`src/rtl/imu_event_capture.sv`:
```
// imu_event_capture
// Turns each above-threshold excursion reported by the IMU threshold detector
// into one event record {start timestamp, duration, signed peak} and buffers
// the records in a first-word-fall-through FIFO for the host/telemetry side.
//
// Ports
//   clk, rst_n     clock; synchronous active-low reset
//   en             capture enable, gates only the start of new events
//   sample_in      signed sample stream (same stream that feeds the detector)
//   event_flag     registered detector flag, aligned with the delayed sample
//   rec_ready      consumer ready
//   clear_ovf      single-cycle pulse that zeroes overflow_cnt
//   rec_valid      FIFO head valid (FIFO not empty)
//   rec_ts/dur/peak head record fields, forced to zero while rec_valid=0
//   fifo_count     records currently stored
//   overflow_cnt   records dropped on a full FIFO, saturates at 255
//   dbg_state      FSM state: 0=IDLE 1=ACTIVE 2=COMMIT
//
// Handshake: a record is transferred on every rising clk edge where
// rec_valid && rec_ready. rec_valid never depends on rec_ready, and the head
// record stays stable until it is transferred.
module imu_event_capture #(
  parameter int WIDTH     = 16,
  parameter int TS_WIDTH  = 32,
  parameter int DUR_WIDTH = 16,
  parameter int DEPTH     = 8,
  parameter int MIN_LEN   = 2
) (
  input  logic                     clk,
  input  logic                     rst_n,
  input  logic                     en,
  input  logic [WIDTH-1:0]         sample_in,
  input  logic                     event_flag,
  input  logic                     rec_ready,
  input  logic                     clear_ovf,
  output logic                     rec_valid,
  output logic [TS_WIDTH-1:0]      rec_ts,
  output logic [DUR_WIDTH-1:0]     rec_dur,
  output logic [WIDTH-1:0]         rec_peak,
  output logic [$clog2(DEPTH):0]   fifo_count,
  output logic [7:0]               overflow_cnt,
  output logic [1:0]               dbg_state
);

  localparam int AW = $clog2(DEPTH);
  localparam logic [AW:0]          FULL_CNT  = (AW+1)'(DEPTH);
  localparam logic [DUR_WIDTH-1:0] DUR_MAX   = '1;
  localparam logic [DUR_WIDTH-1:0] MIN_LEN_W = DUR_WIDTH'(MIN_LEN);

  typedef enum logic [1:0] {
    S_IDLE   = 2'd0,
    S_ACTIVE = 2'd1,
    S_COMMIT = 2'd2
  } state_t;

  state_t                  state_q, state_d;
  logic signed [WIDTH-1:0] sample_d_q;
  logic signed [WIDTH-1:0] peak_q, peak_d;
  logic [TS_WIDTH-1:0]     ts_q;
  logic [TS_WIDTH-1:0]     start_ts_q, start_ts_d;
  logic [DUR_WIDTH-1:0]    dur_q, dur_d;

  // FIFO storage and bookkeeping
  logic [TS_WIDTH-1:0]  ts_mem   [DEPTH];
  logic [DUR_WIDTH-1:0] dur_mem  [DEPTH];
  logic [WIDTH-1:0]     peak_mem [DEPTH];
  logic [AW-1:0]        wr_q, rd_q;
  logic [AW:0]          cnt_q, cnt_d;
  logic [7:0]           ovf_q;
  logic                 full, pop, push, drop;

  assign full = (cnt_q == FULL_CNT);
  assign pop  = rec_valid && rec_ready;
  // A pop in the commit cycle frees the slot the new record needs.
  assign push = (state_q == S_COMMIT) && (!full || pop);
  assign drop = (state_q == S_COMMIT) && full && !pop;

  // State register and per-cycle datapath registers
  always_ff @(posedge clk) begin
    if (!rst_n) begin
      state_q    <= S_IDLE;
      sample_d_q <= '0;
      ts_q       <= '0;
      start_ts_q <= '0;
      dur_q      <= '0;
      peak_q     <= '0;
    end else begin
      state_q    <= state_d;
      sample_d_q <= sample_in;
      ts_q       <= ts_q + 1'b1;
      start_ts_q <= start_ts_d;
      dur_q      <= dur_d;
      peak_q     <= peak_d;
    end
  end

  // Next-state and event accumulation
  always_comb begin
    state_d    = state_q;
    start_ts_d = start_ts_q;
    dur_d      = dur_q;
    peak_d     = peak_q;
    case (state_q)
      S_IDLE: begin
        if (en && event_flag) begin
          start_ts_d = ts_q;
          dur_d      = DUR_WIDTH'(1);
          peak_d     = sample_d_q;
          state_d    = S_ACTIVE;
        end
      end
      S_ACTIVE: begin
        // en is deliberately ignored here: a started event always completes.
        if (event_flag) begin
          if (dur_q != DUR_MAX) dur_d = dur_q + 1'b1;
          if (sample_d_q > peak_q) peak_d = sample_d_q;
        end else if (dur_q >= MIN_LEN_W) begin
          state_d = S_COMMIT;
        end else begin
          state_d = S_IDLE;
        end
      end
      S_COMMIT: state_d = S_IDLE;
      default:  state_d = S_IDLE;
    endcase
  end

  // FIFO storage (contents need no reset; outputs are gated by rec_valid)
  always_ff @(posedge clk) begin
    if (push) begin
      ts_mem[wr_q]   <= start_ts_q;
      dur_mem[wr_q]  <= dur_q;
      peak_mem[wr_q] <= peak_q;
    end
  end

  always_comb begin
    cnt_d = cnt_q;
    case ({push, pop})
      2'b10:   cnt_d = cnt_q + 1'b1;
      2'b01:   cnt_d = cnt_q - 1'b1;
      default: cnt_d = cnt_q;
    endcase
  end

  always_ff @(posedge clk) begin
    if (!rst_n) begin
      wr_q  <= '0;
      rd_q  <= '0;
      cnt_q <= '0;
      ovf_q <= '0;
    end else begin
      cnt_q <= cnt_d;
      if (push) wr_q <= wr_q + 1'b1;
      if (pop)  rd_q <= rd_q + 1'b1;
      // Clear takes priority over a simultaneous drop.
      if (clear_ovf)                 ovf_q <= '0;
      else if (drop && ovf_q != '1)  ovf_q <= ovf_q + 1'b1;
    end
  end

  assign rec_valid    = (cnt_q != '0);
  assign rec_ts       = rec_valid ? ts_mem[rd_q]   : '0;
  assign rec_dur      = rec_valid ? dur_mem[rd_q]  : '0;
  assign rec_peak     = rec_valid ? peak_mem[rd_q] : '0;
  assign fifo_count   = cnt_q;
  assign overflow_cnt = ovf_q;
  assign dbg_state    = state_q;

endmodule
```
`config.mk`:
```
export PLATFORM = sky130hd
export DESIGN_NAME = imu_event_capture
export DESIGN_NICKNAME = d
export VERILOG_FILES = /design/src/rtl/imu_event_capture.sv
export SDC_FILE = /design/constraint.sdc
export NUM_CORES = 1
export LEC_CHECK = 0
export CORE_UTILIZATION = 60
export CTS_CLUSTER_SIZE = 14
export DETAILED_ROUTE_END_ITERATION = 10
export PLACE_DENSITY_LB_ADDON = 0.1
export SLEW_MARGIN = 20
export SYNTH_ARGS = -nofsm -noshare
export SYNTH_HDL_FRONTEND = slang
export SYNTH_SLANG_ARGS = --single-unit
```
`constraint.sdc`:
```
create_clock -name clk -period 10.7 [get_ports clk]
set_input_delay 2.14 -clock clk [delete_from_list [all_inputs] [get_ports clk]]
set_output_delay 2.14 -clock clk [all_outputs]
set_load 0.01 [all_outputs]
```
==> impl_metrics.tcl, run 1 <==
set metrics [dict create \
    final-instance-count-excl-fill 2169 \
    gates_resized_cts_repair 0 \
    totalNegativeSetupSlack_ns 0 \
    highest-signal-layer "met4" \
    worst-r2r-cell-count 5 \
    timing.critical_path.fanout_max 70 \
    syn_to_final_growth_pct 14.0 \
    synth-warning-count 0 \
    die-area_um2 43000 \
    core-area_um2 41200 \
    clockBufferDepth 3 \
    antenna_left 0 \
    global_route.overflow_total 0 \
    finish.utilization_pct 70.0 \
    synth_ff_type "sky130_fd_sc_hd__edfxtp_1" \
    detail_route.wl_per_cell_um 22.7 \
    number_of_antenna_violations_at_the_first_check_in_global_routing 0 \
    synthesized_area_fraction_occupied_by_adder_cells_pct 1.27 \
    drive_above_1_share_pct 15.6 \
    timing.hold.worst_path_depth 2 \
    synth_mux_area_share_pct 14.6 \
    synth_compound_gate_area_share_pct 1.93 \
    synth_simple_gate_area_share_pct 7.30 \
    rows 74 \
    critical_path_type "reg2out" \
    fin_nets 1634 \
    grt_max_degree 115 \
    yosys.area.top_type "sky130_fd_sc_hd__edfxtp_1" \
    peakVddDrop_mv 0.129 \
    final-setup-viol-count 0 \
    timing_worst_slew_pin_value_ns 1.11 \
    post_cts_hold_buffer_count 0 \
    cts.sink_count 647 \
    power_per_cell_area_nw_per_um2 176 \
    post_detailed_route_drc_marker_count 0 \
    dieHeight_um 207 \
    synth_top_area_share_pct 60.7 \
    hold_path.class "reg2reg" \
    avgSynthCellArea_um2 17.2 \
    share_of_the_clock_period_used_by_the_worst_path_pct 57.9 \
    synth_top_cells_by_area "sky130_fd_sc_hd__edfxtp_1 61%, sky130_fd_sc_hd__mux4_2 11%, sky130_fd_sc_hd__dfxtp_1 11%" \
    max_h_tree_level 2 \
    multi_input_area_um2 6890 \
    vias_per_cell 5.95 \
    synth.cell_area_um2 25300 \
    worst-endpoint-required_ns 8.56 \
    largest_family_of_logic_cells_by_synthesized_area "multiplexers" \
    clkTransAtPathRegs_ns 0.06 \
    place.gp.congestion 0.773 \
    synth_most_common_cell "sky130_fd_sc_hd__edfxtp_1" \
    cap_violations 0 \
    maxSlewViolCount 0 \
    tritoncts_clock_tree "yes" \
    fmax_mhz 161 \
    syn_inst_count 1474 \
    grt.total_usage_pct 23.4 \
    wl_um 49300 \
    pre_cts_slack_ns 4.73 \
    worst_slew_margin_rel_pct 25.7 \
    detailedRoute.firstPassIterationCount 5 \
    synth.ff_latch_count 647 \
    hold_violations 0 \
    die-width_um 207 \
    synth-seq-area-share_pct 71.4 \
    clock_insertion_delay_worst_skew_ns 0.61 \
    route.vias.total 12900 \
    critical_path.endpoint_type "output port" \
    routed-wl-met2_um 24000 \
    placed_wire_length_estimate_um 26200 \
    fin_ws_ns 4.51 \
    skew_ns 0.0134 \
    synth_async_sr_flop_share_pct 0 \
    grt_setup_unrepaired "no" \
    first_iter_violations 1009 \
    grt_pass1_wl_um 76300 \
    final.fill_count 2670 \
    grt_pass1_vias 13100 \
    critical_path_arrival_ns 4.05 \
    io_pins 101 \
    initial_utilization_pct 61.5 \
    met1Wirelength_um 21800 \
    p_leak_nw 9.61 \
    wire_length_on_met3_um 2650 \
    post_cts_buffers 0 \
    number_of_enable_flip_flop_cells_after_synthesis 512 \
    synth.net_count 1521 \
    placed_cells_incl_taps 2057 \
    cts_buf_count 60 \
    outcome "complete, no violations" \
    worst_setup_start_kind "register" \
    insertedDiodeCount 0 \
    fin_crit_ns 6.19 \
    input_output_buffers 100 \
    seqCellArea_um2 18100 \
    post_synth_xor_area_fraction_pct 1.87 \
    synthTopCellsByCount "512 x sky130_fd_sc_hd__edfxtp_1, 135 x sky130_fd_sc_hd__dfxtp_1, 128 x sky130_fd_sc_hd__mux4_2" \
    clock-root-buffer "sky130_fd_sc_hd__clkbuf_16" \
    synth.distinct_cells 53 \
]
[routing by layer]
layer,vias up,track usage (%)
li1,5865,-
met1,6657,33.6
met2,307,38.0
met3,66,3.65
met4,0,6.18
met5,-,0
[sequential cells by signal, indices dropped and copies added (netlist names), named ones only]
| register | cells |
|---|---|
| ts_q | 32 |
| overflow_cnt | 8 |
| start_ts_q | 32 |
| rd_q | 3 |
| peak_q | 16 |
| peak_mem | 128 |
| dbg_state | 2 |
| fifo_count | 4 |
| dur_q | 16 |
| wr_q | 3 |
| sample_d_q | 16 |
| dur_mem | 128 |
| ts_mem | 256 |
[cell usage in the layout, fill, tap and decap left out, drive strengths merged, types with 25 or more instances in the layout]
| cell | netlist | final |
|---|---|---|
| a21boi | 39 | 39 |
| and2 | 55 | 55 |
| clkbuf | 47 | 89 |
| clkdlybuf4s50 | 0 | 99 |
| dfxtp | 135 | 135 |
| edfxtp | 512 | 512 |
| inv | 26 | 26 |
| mux2i | 82 | 82 |
| mux4 | 128 | 128 |
| nand2 | 126 | 126 |
| nor2 | 95 | 95 |
| xnor2 | 25 | 25 |
| xor2 | 29 | 29 |
[report_power, final]
part	internal [mW]	switching [mW]	leakage, nW
Combinational	0.142	0.151	2.51
Sequential	2.69	0.0166	6.15
Clock	1.22	0.874	0.953
Total	4.05	1.04	9.61
[worst paths after layout]
path                              from                     end  slack (ns)
max                           register             rec_peak[0]        4.51
min           sample_d_q[0]$_SDFF_PN0_  peak_q[0]$_SDFFE_PN0P_        0.46
max reg2reg  dbg_state[0]$_SDFFE_PN0P_  ts_mem[4][5]$_DFFE_PP_        7.17
min reg2reg   sample_d_q[0]$_SDFF_PN0_  peak_q[0]$_SDFFE_PN0P_        0.46
[kinds of logic after synthesis]
family                     after synthesis
muxes                                  210
and+or+nand+nor                        375
adders and majority gates               25
xor gates and xnor gates                54
AOI/OAI and AO/OA                       67
buffers and inverters                   96
DFF                                    647
[worst max-delay path: stages, from the launching register on]
cell and delay, ns:
sky130_fd_sc_hd__dfxtp_4 0.33, sky130_fd_sc_hd__buf_4 0.83, sky130_fd_sc_hd__buf_4 0.86, sky130_fd_sc_hd__mux4_2 0.36
sky130_fd_sc_hd__mux2i_1 0.07, sky130_fd_sc_hd__nor2_1 0.35, sky130_fd_sc_hd__clkdlybuf4s50_1 0.62
[area by class of cell]
class | instances | area share [%]
multi-input cells | 731 | 23.9
repair buffers | 121 | 4.05
clock inverters | 23 | 0.694
well taps | 532 | 2.31
clock buffers | 89 | 6.04
flip-flops and latches | 647 | 62.7
inverters | 26 | 0.338
[per-stage QoR]
step	cell area [um^2]	hold slack [ns]	power, mW
floorplan	25300	0.433	2.94
global placement	26900	0.450	3.06
detailed placement	26900	0.453	3.06
CTS	28900	0.458	5.13
global route	28900	0.490	5.24
finish	28900	0.456	5.09
Note: power is estimated with default switching activity, not from simulation.
==> run 2, diff against run 1 <==
==> constraint.sdc (replaced) <==
create_clock -name clk -period 5.8 [get_ports clk]
set_input_delay 1.16 -clock clk [delete_from_list [all_inputs] [get_ports clk]]
set_output_delay 1.16 -clock clk [all_outputs]
set_load 0.01 [all_outputs]
==> run 2 against run 1 <==
Wire length down 1.1%. Global-route usage barely moved. Largest power group unchanged. Highest routed layer unchanged. Critical path depth is 1 lower.
==> impl_metrics.tcl, run 2 (same netlist as run 1, synthesis figures left out) <==
set metrics [dict create \
    biggest_register "ts_mem" \
    place.gp.congestion 0.732 \
    peakVddDrop_mv 0.242 \
    gates_resized_cts_repair 0 \
    input_output_buffers 100 \
    die-area_um2 43000 \
    crit_path_cell_trace "buf_4 -> mux4_2 -> mux2i_1 -> nor2_1 -> clkdlybuf4s50_1" \
    cp_slowest_cell "sky130_fd_sc_hd__dfxtp_4" \
    dieHeight_um 207 \
    drive_above_1_share_pct 16.7 \
    grt.total_usage_pct 23.5 \
    holdWs_ns 0.462 \
    vias_per_cell 5.97 \
    power.total_mw 9.51 \
    fin_crit_ns 4.51 \
    clock-root-buffer "sky130_fd_sc_hd__clkbuf_16" \
    final-instance-count-excl-fill 2178 \
    critical_path_arrival_ns 3.35 \
    core-area_um2 41200 \
    io_pins 101 \
    placed_cells_incl_taps 2062 \
    share_of_the_clock_period_used_by_the_worst_path_pct 77.7 \
    max_h_tree_level 2 \
    post_cts_buffers 0 \
    hold_violations 0 \
    reg2reg_from "fifo_count[3]$_SDFFE_PN0P_" \
    grt_pass1_wl_um 77000 \
    clkTransAtPathRegs_ns 0.06 \
    r2r_end "fifo_count[3]$_SDFFE_PN0P_" \
    post_cts_hold_buffer_count 0 \
    rows 74 \
    outcome "complete, no violations" \
    mostFrequentLayoutCell "sky130_fd_sc_hd__edfxtp_1" \
    crit_end "rec_dur[13]" \
    grt_setup_unrepaired "no" \
    power_per_cell_area_nw_per_um2 327 \
    cap_violations 0 \
    first_iter_violations 901 \
    clockBufferDepth 3 \
    initial_utilization_pct 61.5 \
    worst_slew_margin_rel_pct 24.2 \
    insertedDiodeCount 0 \
    worst_setup_start_kind "register" \
    post_detailed_route_drc_marker_count 0 \
    detailedRoute.firstPassIterationCount 5 \
    final_design_area_no_fill_um2 29100 \
    placed_wire_length_estimate_um 27000 \
    critical_path.endpoint_type "output port" \
    timing_worst_slew_pin_value_ns 1.13 \
    number_of_antenna_violations_at_the_first_check_in_global_routing 0 \
    antenna_left 0 \
    skew_ns 0.0231 \
    worst-endpoint-required_ns 4.64 \
    fin_ws_ns 1.29 \
    final-setup-viol-count 0 \
    maxSlewViolCount 0 \
    finish.utilization_pct 70.5 \
    grt_pass1_vias 13400 \
    regToRegSetupSlack_ns 2.39 \
    cts_buf_count 61 \
    max_reg_flops 256 \
    worst-r2r-cell-count 11 \
    fin_nets 1640 \
    p_leak_nw 9.70 \
    die-width_um 207 \
    biggestRegsByFlops "ts_mem x256, dur_mem x128, peak_mem x128" \
    route.vias.total 13000 \
    syn_to_final_growth_pct 14.8 \
    totalNegativeSetupSlack_ns 0 \
    cts.sink_count 647 \
    timing.critical_path.fanout_max 39 \
    commonest_cells_after_routing_fill_and_taps_aside "512 x sky130_fd_sc_hd__edfxtp_1, 132 x sky130_fd_sc_hd__dfxtp_1, 128 x sky130_fd_sc_hd__mux4_2" \
    pre_cts_slack_ns 1.75 \
    hold_path.class "reg2reg" \
    fmax_mhz 222 \
    placed_cell_area_um2 27000 \
    clock_insertion_delay_worst_skew_ns 0.62 \
    detail_route.wl_per_cell_um 22.4 \
    slowest_stage_delay_on_critical_path_ns 0.87 \
    tritoncts_clock_tree "yes" \
    grt_max_degree 106 \
    wl_um 48700 \
    critical_path_type "reg2out" \
    global_route.overflow_total 0 \
]
[run 2: routing by layer]
| metal | track usage [%] | routed length (um) | vias to the layer above |
|---|---|---|---|
| li1 | - | - | 5880 |
| met1 | 33.2 | 21800 | 6724 |
| met2 | 38.3 | 23800 | 320 |
| met3 | 4.13 | 2300 | 71 |
| met4 | 6.05 | 852 | 0 |
| met5 | 0 | 0 | - |
[run 2: final cells by class]
class | count | area [um^2]
Sequential cell | 647 | 18100
Fill cell | 2671 | 12100
Multi-Input combinational cell | 731 | 6910
Clock buffer | 85 | 1760
Timing Repair Buffer | 126 | 1270
Tap cell | 532 | 666
Clock inverter | 31 | 283
Inverter | 26 | 97.6
[run 2: worst min-delay path by stage]
stage | end | cells after the start | from | slack, ns
after detailed placement | peak_q[0]$_SDFFE_PN0P_ | 2 | sample_d_q[0]$_SDFF_PN0_ | 0.46
after floorplan | ts_q[0]$_SDFF_PN0_ | 1 | ts_q[0]$_SDFF_PN0_ | 0.43
after CTS | peak_q[0]$_SDFFE_PN0P_ | 2 | sample_d_q[0]$_SDFF_PN0_ | 0.46
final | peak_q[9]$_SDFFE_PN0P_ | 2 | sample_d_q[9]$_SDFF_PN0_ | 0.46
after global placement | peak_q[0]$_SDFFE_PN0P_ | 2 | sample_d_q[0]$_SDFF_PN0_ | 0.45
after global routing | peak_q[9]$_SDFFE_PN0P_ | 2 | sample_d_q[9]$_SDFF_PN0_ | 0.48
[run 2: critical path: cells and delay by family (launching register included)]
family / cells / cell delay [ns]
DFF: 1 / 0.87
buffers and inverters: 2 / 0.99
muxes: 2 / 0.75
and+or+nand+nor: 1 / 0.07
[run 2: report_power, final]
part           leakage (nW)  total (mW)  internal [mW]  switching, mW
sequential             6.15        5.01           4.97         0.0460
combinational          2.55       0.528          0.266          0.262
clock                  1.01        3.97           2.33           1.64
total                  9.70        9.51           7.56           1.95
==> run 3, diff against run 2 <==
--- a/config.mk
+++ b/config.mk
@@ -5,7 +5,7 @@
 export SDC_FILE = /design/constraint.sdc
 export NUM_CORES = 1
 export LEC_CHECK = 0
-export CORE_UTILIZATION = 60
+export CORE_UTILIZATION = 55
 export CTS_CLUSTER_SIZE = 14
 export DETAILED_ROUTE_END_ITERATION = 10
 export PLACE_DENSITY_LB_ADDON = 0.1
==> constraint.sdc (replaced) <==
create_clock -name clk -period 4.03 [get_ports clk]
set_input_delay 0.806 -clock clk [delete_from_list [all_inputs] [get_ports clk]]
set_output_delay 0.806 -clock clk [all_outputs]
set_load 0.01 [all_outputs]
==> run 3 against run 2 <==
Non-clock buffer count up 12. Via count fell by 0.12%. First-iteration DRC count increased by 15%. Clock power rose by 50%. Critical endpoint is now rec_ts[10]. Hold slack better by 0.0044 ns. Sequential share of layout area is 0.84 points lower. Largest cell class unchanged. Global-route usage down 1.2 points. Power rose by 47%.
==> impl_metrics.tcl, run 3 (same netlist as run 1, synthesis figures left out) <==
set metrics [dict create \
    outcome "complete, no violations" \
    grt.total_usage_pct 22.3 \
    place.gp.congestion 0.758 \
    critical_path.endpoint_type "output port" \
    biggest_register "ts_mem" \
    initial_utilization_pct 55.8 \
    hold_path.class "reg2reg" \
    die-area_um2 46900 \
    fin_crit_ns 3.72 \
    cts.sink_count 647 \
    antenna_left 0 \
    regToRegSetupSlack_ns 1.03 \
    power_per_cell_area_nw_per_um2 474 \
    final.fill_count 3175 \
    post_detailed_route_drc_marker_count 0 \
    core-area_um2 45400 \
    grt_max_degree 66 \
    wl_um 50500 \
    grt_pass1_wl_um 77900 \
    share_of_the_clock_period_used_by_the_worst_path_pct 92.4 \
    fin_nets 1658 \
    timing.critical_path.fanout_max 25 \
    vias_per_cell 5.74 \
    insertedDiodeCount 0 \
    clock-root-buffer "sky130_fd_sc_hd__clkbuf_16" \
    grt_pass1_vias 13100 \
    number_of_antenna_violations_at_the_first_check_in_global_routing 0 \
    tritoncts_clock_tree "yes" \
    skew_ns 0.0213 \
    clockBufferDepth 3 \
    worst_slew_margin_rel_pct 56.4 \
    max_reg_flops 256 \
    worst_setup_start_kind "register" \
    gates_resized_cts_repair 0 \
    rows 78 \
    first_iter_violations 1037 \
    dieHeight_um 217 \
    hold_violations 0 \
    r2r_end "fifo_count[3]$_SDFFE_PN0P_" \
    global_route.overflow_total 0 \
    input_output_buffers 100 \
    clkTransAtPathRegs_ns 0.06 \
    io_pins 101 \
    final_design_area_no_fill_um2 29500 \
    timing.hold.worst_path_depth 2 \
    hold_path_startpoint "sample_d_q[8]$_SDFF_PN0_" \
    final-setup-viol-count 0 \
    p_leak_nw 9.75 \
    worst-r2r-cell-count 11 \
    peakVddDrop_mv 0.321 \
    post_cts_buffers 0 \
    clock_insertion_delay_worst_skew_ns 0.58 \
    syn_to_final_growth_pct 16.4 \
    placed_cell_area_um2 27300 \
    route.vias.total 13000 \
    timing_worst_slew_pin_value_ns 0.654 \
    cap_violations 0 \
    detail_route.wl_per_cell_um 22.3 \
    placed_wire_length_estimate_um 28700 \
    holdWs_ns 0.466 \
    seqCellArea_um2 18100 \
    post_cts_hold_buffer_count 0 \
    mostFrequentLayoutCell "sky130_fd_sc_hd__edfxtp_1" \
    grt_setup_unrepaired "no" \
    critical_path_type "reg2out" \
    maxSlewViolCount 0 \
    multi_input_area_um2 6920 \
    critical_path_arrival_ns 2.92 \
    biggestRegsByFlops "ts_mem x256, dur_mem x128, peak_mem x128" \
    fmax_mhz 269 \
    cts_buf_count 67 \
    reg2reg_from "fifo_count[3]$_SDFFE_PN0P_" \
    holdPathEnd "peak_q[8]$_SDFFE_PN0P_" \
    detailedRoute.firstPassIterationCount 5 \
    commonest_cells_after_routing_fill_and_taps_aside "512 x sky130_fd_sc_hd__edfxtp_1, 132 x sky130_fd_sc_hd__dfxtp_1, 128 x sky130_fd_sc_hd__mux4_2" \
    power.total_mw 14.0 \
    max_h_tree_level 3 \
    worst-endpoint-required_ns 3.22 \
    drive_above_1_share_pct 16.9 \
    die-width_um 217 \
]
[run 3: cell count changes in the layout (fill, tap and decap cells not counted), sizes merged]
cell | previous run | this run
inv | 27 | 28
buf | 27 | 39
clkbuf | 85 | 93
clkinv | 23 | 17
[run 3: area by class of cell]
cell class,count,area share [%]
Tap cell,600,2.55
Inverter,26,0.331
Timing Repair Buffer,138,5.04
Clock inverter,26,0.854
Multi-Input combinational cell,731,23.5
Sequential cell,647,61.4
Clock buffer,93,6.34
[run 3: worst max path at each step]
| stage | end | start |
|---|---|---|
| after floorplan | dur_mem[7][0]$_DFFE_PP_ | rec_ready |
| after global placement | ts_mem[6][7]$_DFFE_PP_ | rec_ready |
| after detailed placement | ts_mem[6][10]$_DFFE_PP_ | rec_ready |
| after CTS | rec_ts[10] | register |
| after global routing | rec_ts[10] | register |
| final | rec_ts[10] | register |
[run 3: per-stage QoR]
step / setup slack (ns) / utilization [%] / std cells / setup TNS [ns]
final: 0.306 / 64.9 / 2261 / 0
after global placement: 0.798 / 60.3 / 2142 / 0
after CTS: 0.223 / 64.9 / 2261 / 0
after detailed placement: 0.737 / 60.3 / 2142 / 0
after global routing: 0.137 / 64.9 / 2261 / 0
after floorplan: -0.570 / - / 1474 / -148.19
[run 3: worst max-delay path: stages (launching register included)]
cell	delay [ns]
sky130_fd_sc_hd__dfxtp_4	0.54
sky130_fd_sc_hd__buf_12	0.28
sky130_fd_sc_hd__buf_4	0.23
sky130_fd_sc_hd__mux4_2	0.51
sky130_fd_sc_hd__mux2i_1	0.18
sky130_fd_sc_hd__nor2_1	0.07
sky130_fd_sc_hd__clkdlybuf4s50_1	0.50
[run 3: layer usage]
metal | global-route usage, % | part of all wire [%] | up-vias
li1 | - | - | 5913
met1 | 32.1 | 45 | 6689
met2 | 35.6 | 48 | 314
met3 | 3.65 | 4.8 | 64
met4 | 6.20 | 1.8 | 0
met5 | 0 | 0 | -
[run 3: power breakdown]
| group | switching (mW) | internal [mW] | leakage (nW) | total, mW |
|---|---|---|---|---|
| Sequential | 0.0447 | 7.15 | 6.02 | 7.19 |
| Clock | 2.41 | 3.55 | 1.03 | 5.96 |
| Combinational | 0.403 | 0.407 | 2.70 | 0.810 |
| Total | 2.85 | 11.1 | 9.75 | 14.0 |
